--- src/rtl/operand_pair_packer_pkg.sv ---
// Shared definitions for the operand pair packer.
// - state_t        : packer FSM states (WAIT_A = collecting first byte, WAIT_B = second)
// - DEFAULT_PAD    : value used for out_b when a trailing odd byte is flushed
// - Pair entry layout in the FIFO word is {a, b, odd}; a_lsb/b_lsb/ODD_BIT
//   give the field offsets for a given operand width.
package operand_pair_packer_pkg;

  typedef enum logic {
    ST_WAIT_A = 1'b0,
    ST_WAIT_B = 1'b1
  } state_t;

  localparam logic [7:0] DEFAULT_PAD = 8'h00;

  localparam int unsigned ODD_BIT = 0;
  localparam int unsigned B_LSB   = 1;

  function automatic int unsigned a_lsb(input int unsigned width);
    return width + 1;
  endfunction

endpackage

--- src/rtl/operand_pair_packer_pair_fifo.sv ---
// First-word-fall-through FIFO holding completed operand pairs.
// Ports:
//   clk, rst   : clock, synchronous active-high reset (clears storage too,
//                so the head reads zero after reset)
//   push       : write push_data (caller guarantees !full)
//   push_data  : entry to store
//   pop        : discard head entry (caller guarantees !empty)
//   head_data  : current head entry, straight from registered storage
//   count      : number of stored entries, 0..DEPTH
//   full/empty : count == DEPTH / count == 0
module pair_fifo #(
  parameter int unsigned WIDTH = 17,
  parameter int unsigned DEPTH = 2
) (
  input  logic                       clk,
  input  logic                       rst,
  input  logic                       push,
  input  logic [WIDTH-1:0]           push_data,
  input  logic                       pop,
  output logic [WIDTH-1:0]           head_data,
  output logic [$clog2(DEPTH):0]     count,
  output logic                       full,
  output logic                       empty
);

  localparam int unsigned AW = $clog2(DEPTH);
  localparam int unsigned CW = AW + 1;

  logic [WIDTH-1:0] mem [DEPTH];
  logic [AW-1:0]    wr_ptr;
  logic [AW-1:0]    rd_ptr;

  always_ff @(posedge clk) begin
    if (rst) begin
      wr_ptr <= '0;
      rd_ptr <= '0;
      count  <= '0;
      for (int unsigned i = 0; i < DEPTH; i++) begin
        mem[i] <= '0;
      end
    end else begin
      if (push) begin
        mem[wr_ptr] <= push_data;
        wr_ptr      <= wr_ptr + AW'(1);
      end
      if (pop) begin
        rd_ptr <= rd_ptr + AW'(1);
      end
      case ({push, pop})
        2'b10:   count <= count + CW'(1);
        2'b01:   count <= count - CW'(1);
        default: count <= count;
      endcase
    end
  end

  assign head_data = mem[rd_ptr];
  assign full      = (count == CW'(DEPTH));
  assign empty     = (count == '0);

endmodule

--- src/rtl/operand_pair_packer.sv ---
// Pairs consecutive bytes of a valid/ready input stream into (a, b) operands
// and presents them through a small FWFT FIFO with its own valid/ready.
// in_last on a first byte flushes it alone, padded with PAD and flagged odd.
// Ports:
//   clk, rst              : clock, synchronous active-high reset
//   in_valid/in_ready     : input byte handshake
//   in_data, in_last      : input byte and end-of-burst marker
//   out_valid/out_ready   : output pair handshake
//   out_a, out_b, out_odd : head pair (out_b = PAD when out_odd = 1)
//   pair_count            : pairs popped, wraps at 8 bits
module operand_pair_packer
  import operand_pair_packer_pkg::*;
#(
  parameter int unsigned       WIDTH = 8,
  parameter int unsigned       DEPTH = 2,
  parameter logic [WIDTH-1:0]  PAD   = WIDTH'(DEFAULT_PAD)
) (
  input  logic             clk,
  input  logic             rst,
  input  logic             in_valid,
  output logic             in_ready,
  input  logic [WIDTH-1:0] in_data,
  input  logic             in_last,
  output logic             out_valid,
  input  logic             out_ready,
  output logic [WIDTH-1:0] out_a,
  output logic [WIDTH-1:0] out_b,
  output logic             out_odd,
  output logic [7:0]       pair_count
);

  localparam int unsigned EW    = 2 * WIDTH + 1;
  localparam int unsigned A_LSB = a_lsb(WIDTH);

  state_t           state;
  state_t           state_next;
  logic [WIDTH-1:0] a_hold;
  logic             in_xfer;
  logic             out_xfer;
  logic             push;
  logic             load_a;
  logic [EW-1:0]    push_data;
  logic [EW-1:0]    head_data;
  logic             full;
  logic             empty;
  logic [$clog2(DEPTH):0] unused_count;

  // in_ready depends only on registered FIFO state, so a first byte is also
  // stalled while the FIFO is full.
  assign in_ready  = !rst & !full;
  assign out_valid = !empty;
  assign in_xfer   = in_valid & in_ready;
  assign out_xfer  = out_valid & out_ready;

  always_ff @(posedge clk) begin
    if (rst) begin
      state <= ST_WAIT_A;
    end else begin
      state <= state_next;
    end
  end

  always_comb begin
    state_next = state;
    if (in_xfer) begin
      case (state)
        ST_WAIT_A: state_next = in_last ? ST_WAIT_A : ST_WAIT_B;
        ST_WAIT_B: state_next = ST_WAIT_A;
        default:   state_next = ST_WAIT_A;
      endcase
    end
  end

  always_comb begin
    push      = 1'b0;
    load_a    = 1'b0;
    push_data = '0;
    case (state)
      ST_WAIT_A: begin
        load_a    = in_xfer & !in_last;
        push      = in_xfer & in_last;
        push_data = {in_data, PAD, 1'b1};
      end
      ST_WAIT_B: begin
        push      = in_xfer;
        push_data = {a_hold, in_data, 1'b0};
      end
      default: begin
        push = 1'b0;
      end
    endcase
  end

  always_ff @(posedge clk) begin
    if (rst) begin
      a_hold     <= '0;
      pair_count <= '0;
    end else begin
      if (load_a) begin
        a_hold <= in_data;
      end
      if (out_xfer) begin
        pair_count <= pair_count + 8'd1;
      end
    end
  end

  pair_fifo #(
    .WIDTH (EW),
    .DEPTH (DEPTH)
  ) u_fifo (
    .clk       (clk),
    .rst       (rst),
    .push      (push),
    .push_data (push_data),
    .pop       (out_xfer),
    .head_data (head_data),
    .count     (unused_count),
    .full      (full),
    .empty     (empty)
  );

  assign out_a   = head_data[A_LSB +: WIDTH];
  assign out_b   = head_data[B_LSB +: WIDTH];
  assign out_odd = head_data[ODD_BIT];

endmodule

--- config.mk ---
export PLATFORM = sky130hd
export DESIGN_NAME = operand_pair_packer
export DESIGN_NICKNAME = d
export VERILOG_FILES = /design/src/rtl/operand_pair_packer_pkg.sv /design/src/rtl/operand_pair_packer_pair_fifo.sv /design/src/rtl/operand_pair_packer.sv
export SDC_FILE = /design/constraint.sdc
export NUM_CORES = 1
export LEC_CHECK = 0
export ABC_AREA = 1
export CORE_AREA = 10 10 81 83
export CTS_CLUSTER_DIAMETER = 80
export DETAILED_ROUTE_END_ITERATION = 6
export DIE_AREA = 0 0 91 93
export PLACE_DENSITY = 0.86
export SLEW_MARGIN = 20
export SYNTH_ARGS = -nofsm -noshare
export SYNTH_HDL_FRONTEND = slang
export SYNTH_SLANG_ARGS = --single-unit
export TNS_END_PERCENT = 50
--- constraint.sdc ---
create_clock -name clk -period 2.3 [get_ports clk]
set_input_delay 0.23 -clock clk [delete_from_list [all_inputs] [get_ports clk]]
set_output_delay 0.23 -clock clk [all_outputs]
set_load 0.05 [all_outputs]
# Yosys cells after proc, flatten, opt, wreduce, memory -nomap -nowiden
# Memories as Yosys holds them, arrays and structs flattened. A register that Yosys moved wholly into a read port is not among the register bits.
# Cells that the tools add are included.
op_classes:
  eq_ne: 3
  div: 0
  n_addsub: 5
  n_bitwise: 6
  n_lt_le_gt_ge: 0
  n_reduce_logical: 7
  shift: 0
  n_mul: 0
  muxes: 16
ops:
  columns: ["operator", "n"]
  rows:
  - ["case mux 17 bit (2 select lines)", 1]
  - ["two-way mux 17 bit", 1]
  - ["OR reduction 17 bit", 1]
  - ["two-way mux 1 bit", 11]
  - ["adder 8 x 1 -> 8 bit (second input constant)", 1]
  - ["bitwise AND 1 bit", 5]
  - ["== test 2 bit (second input constant)", 2]
  - ["logical NOT 1 bit", 4]
  - ["case mux 1 bit (2 select lines)", 2]
  - ["case mux 2 bit (2 select lines)", 1]
  - ["adder 1 bit (second input constant)", 2]
  - ["adder 2 x 1 -> 2 bit (second input constant)", 1]
  - ["== test 2 x 1 -> 1 bit (second input constant)", 1]
  - ["logical NOT 2 bit", 1]
  - ["nonzero test 2 bit", 1]
  - ["subtractor 2 x 1 -> 2 bit (second input constant)", 1]
  - ["inverter 1 bit", 1]
word_totals:
  n_memories: 1
  word_cells: 44
  regBits: 21
  inputBits: 13
  rom_bits: 0
  out_inout_bits: 27
  latch_bits: 0
  ramBits: 34
memory_table:
  columns: ["memory", "words", "word_bits", "rd", "rd_ports_with_merged_regs", "wr", "line_no", "source"]
  rows:
  - ["u_fifo.mem", 2, 17, 1, 1, 2, "operand_pair_packer_pair_fifo.sv:29", "logic [WIDTH-1:0] mem [DEPTH];"]

# Longest topological paths before layout
logic_depth:
  word_depth: 11
  mapped_depth: 12

# Hierarchy
# From an unflattened synthesis, not the netlist that was laid out.
hier_totals:
  hier_cells: 296
  area_unflattened_um2: 2631.3
modules_own_cells:
  columns: ["module", "cells_per_inst", "seq_area_each_um2", "area_each_um2", "instances"]
  rows:
  - ["pair_fifo", 141, 1121.1, 1692.9, 1]
  - ["operand_pair_packer", 155, 340.3, 938.4, 1]

# Worst setup path before layout
# OpenSTA, ideal clock, no wires.
synth_path:
  path_type: "register to register"
  startpoint: "reg u_fifo.count[0]"
  endpoint: "mem u_fifo.mem[1][0], enable pin"
  synth_period_minus_slack_ps: 1877
  path_slack_ps: 423
  stages_incl_launch_ff: 5
  arrival_time_ps: 1503
  t_required_ps: 1926
  n_path_buf: 0
  path_cell_list: "dfxtp_1 -> inv_2 -> a21oi_4 -> nand4_2 -> nand2_1"
synth_lines:
  columns: ["element", "line_no", "source"]
  rows:
  - ["from (decl)", "operand_pair_packer_pair_fifo.sv:21", "output logic [$clog2(DEPTH):0] count,"]
  - ["from (signal assigned)", "operand_pair_packer_pair_fifo.sv:50", "2'b10: count <= count + CW'(1);"]
  - ["from (signal assigned)", "operand_pair_packer_pair_fifo.sv:51", "2'b01: count <= count - CW'(1);"]
  - ["from (signal assigned)", "operand_pair_packer_pair_fifo.sv:52", "default: count <= count;"]
  - ["to (decl)", "operand_pair_packer_pair_fifo.sv:29", null]

==> flow_metrics.tcl <==
set metrics [dict create \
    outcome "completed" \
    worstHoldPathType "reg2reg" \
    rows 26 \
    arrival_ns 1.91 \
    cts_buffers 5 \
    yosysTopAreaCell "edfxtp_1" \
    critPathLaunchType "register" \
    crit_chain "mux2_2, clkdlybuf4s50_1" \
    final_common_cell "nor2_1" \
    drt_iter0_markers 108 \
    clkSinkCount 56 \
    synth_area_leaders "edfxtp_1, dfxtp_1, nor2_1" \
    grt_pass1_vias 1985 \
    crit_required_ns 2.07 \
    p_leak_uw 0.00125 \
    vias 1916 \
    initial_utilization 0.514 \
    timing.slew.headroom 0.650 \
    hold_buffers 0 \
    avgSynthCellArea_sq_um 9.46 \
    antenna_found_initial 0 \
    setup_viol 0 \
    grt_overflow 0 \
    hold_violations 0 \
    antennaDiodeCount 0 \
    die_y_microns 93 \
    place_hpwl_microns 3680 \
    grtUsageTotal 0.132 \
    drive_above_1_share 0.177 \
    postSynthCellCount 272 \
    port_buffers 39 \
    routed_wl_microns 5360 \
    setup-tns-final_ns 0 \
    hold_path_depth 1 \
    firstDrtPassIters 4 \
    core_sq_mm 0.00501 \
    area_growth_pct 20.8 \
    fin_crit_sh 0.930 \
    yosys.cell_types.count 27 \
    p_per_area_mw_per_mm2 700 \
    grt_pass1_wl_microns 9240 \
    vdd_drop_max_mv 0.339 \
    avgRoutedWirePerCell_microns 13.9 \
    clock_latency_ns 0.31 \
    final_net_count 330 \
    num_io_pins 40 \
    antenna_left 0 \
    die_area_sq_mm 0.00846 \
    cts_tree "done" \
    rsz0062_at_grt "no" \
    synth_area_sq_mm 0.00257 \
    drc 0 \
    viasPerCell 4.96 \
    synth_nets 287 \
    timing.fmax_mhz 468 \
    path_max_fanout 11 \
    clockRootBuffer "clkbuf_8" \
    fin_total_pwr_uw 2180 \
    criticalPathCategory "reg2out" \
    slowest_delay_ns 0.72 \
    synth_seq_area_share 0.568 \
    rr_worst_depth 7 \
    slew_viol_final 0 \
    clk_pin_slew_worst_paths_ns 0.10 \
    ys_ff_latch 56 \
    worst_clock_skew_ns 0.00646 \
    yosysTopAreaCellShare 0.397 \
    grt_max_degree 28 \
    cap_viol_max_count 0 \
    cts.repair.resized 1 \
    yosys_warnings 0 \
    globalplace.congestion 0.733 \
    min_period_ns 2.14 \
    tightest_slew_ns 0.523 \
    post-cts-setup-buffer-count 0 \
    cts_buffer_depth 2 \
    cts_max_level 2 \
    die_w_microns 91 \
    end_kind "output pin" \
    layout_common_cells "nor2_1, nand2_1, edfxtp_1, clkdlybuf4s50_1, inv_1" \
    cp_slowest_cell "clkdlybuf4s50_1" \
]
-- worst max-delay path, delay by kind of cell (launching register included) --
family / cells / cell delay, ns
DFF: 1 / 0.51
buffers and inverters: 1 / 0.72
muxes: 1 / 0.38
-- sequential cells by signal (all words and copies together) (netlist names), named ones only --
| name | count |
|---|---|
| a_hold | 8 |
| u_fifo.wr_ptr | 1 |
| u_fifo.count | 2 |
| pair_count | 8 |
| u_fifo.mem | 34 |
| state | 1 |
| u_fifo.rd_ptr | 1 |
-- final timing paths --
kind              slack [ns]            start         endpoint
setup reg to reg        0.57  u_fifo.count[1]  u_fifo.count[1]
hold / removal          0.47    u_fifo.rd_ptr    u_fifo.rd_ptr
setup / recovery        0.16         register         out_a[4]
hold reg to reg         0.47    u_fifo.rd_ptr    u_fifo.rd_ptr
-- layout make-up --
class | instances | area, sq um
Clock buffer | 5 | 68.8
Tap cell | 70 | 87.6
Multi-Input combinational cell | 179 | 945
Sequential cell | 56 | 1460
Fill cell | 434 | 1900
Clock inverter | 3 | 22.5
Timing Repair Buffer | 47 | 425
Inverter | 26 | 97.6
-- cells in the mapped netlist, drive strengths merged --
cell type	count
o21bai	1
o21ai	12
buf	9
ha	2
dfxtp	22
mux2	17
nand2	56
edfxtp	34
clkbuf	2
nor2	73
nor3	1
nand4	4
nand3	6
a21oi	7
inv	26
-- per-stage QoR --
stage | instance area, sq um | hold slack, ns | setup WS (ns) | std cells | util
6_report | 3110 | 0.468 | 0.161 | 386 | 0.621
5_1_grt | 3110 | 0.496 | 0.104 | 386 | 0.621
4_1_cts | 3110 | 0.471 | 0.139 | 386 | 0.621
3_5_place_dp | 3020 | 0.454 | 0.287 | 378 | 0.602
3_3_place_gp | 3020 | 0.435 | 0.309 | 378 | 0.602
2_1_floorplan | 2570 | 0.299 | 0.423 | 272 | -
-- kinds of logic (layout without fill, tap and decap cells) --
group / count (synthesis) / after routing / share of synthesized area
AO/OA/AOI/OAI: 20 / 20 / 0.0442
adder cells (fa/ha/maj): 2 / 2 / 0.00972
buffers and inverters: 37 / 81 / 0.0651
flip-flops: 56 / 56 / 0.568
multiplexers: 17 / 17 / 0.0744
AND/OR/NAND/NOR: 140 / 140 / 0.239
-- power by group --
part	switching, uW	internal [uW]	total, uW	leakage [uW]
Clock	326	219	545	0.0000485
Sequential	33.4	1120	1150	0.000533
Combinational	313	167	480	0.000671
Total	672	1510	2180	0.00125
-- metal layers --
metal	wire, microns	up-vias	GRT usage	part of all wire
met5	0	-	0	0
met4	89	0	0.0431	0.017
met3	339	9	0.0416	0.063
met2	2590	46	0.233	0.48
met1	2340	901	0.148	0.44
li1	-	960	-	-
Note: power is estimated with default switching activity, not from simulation.
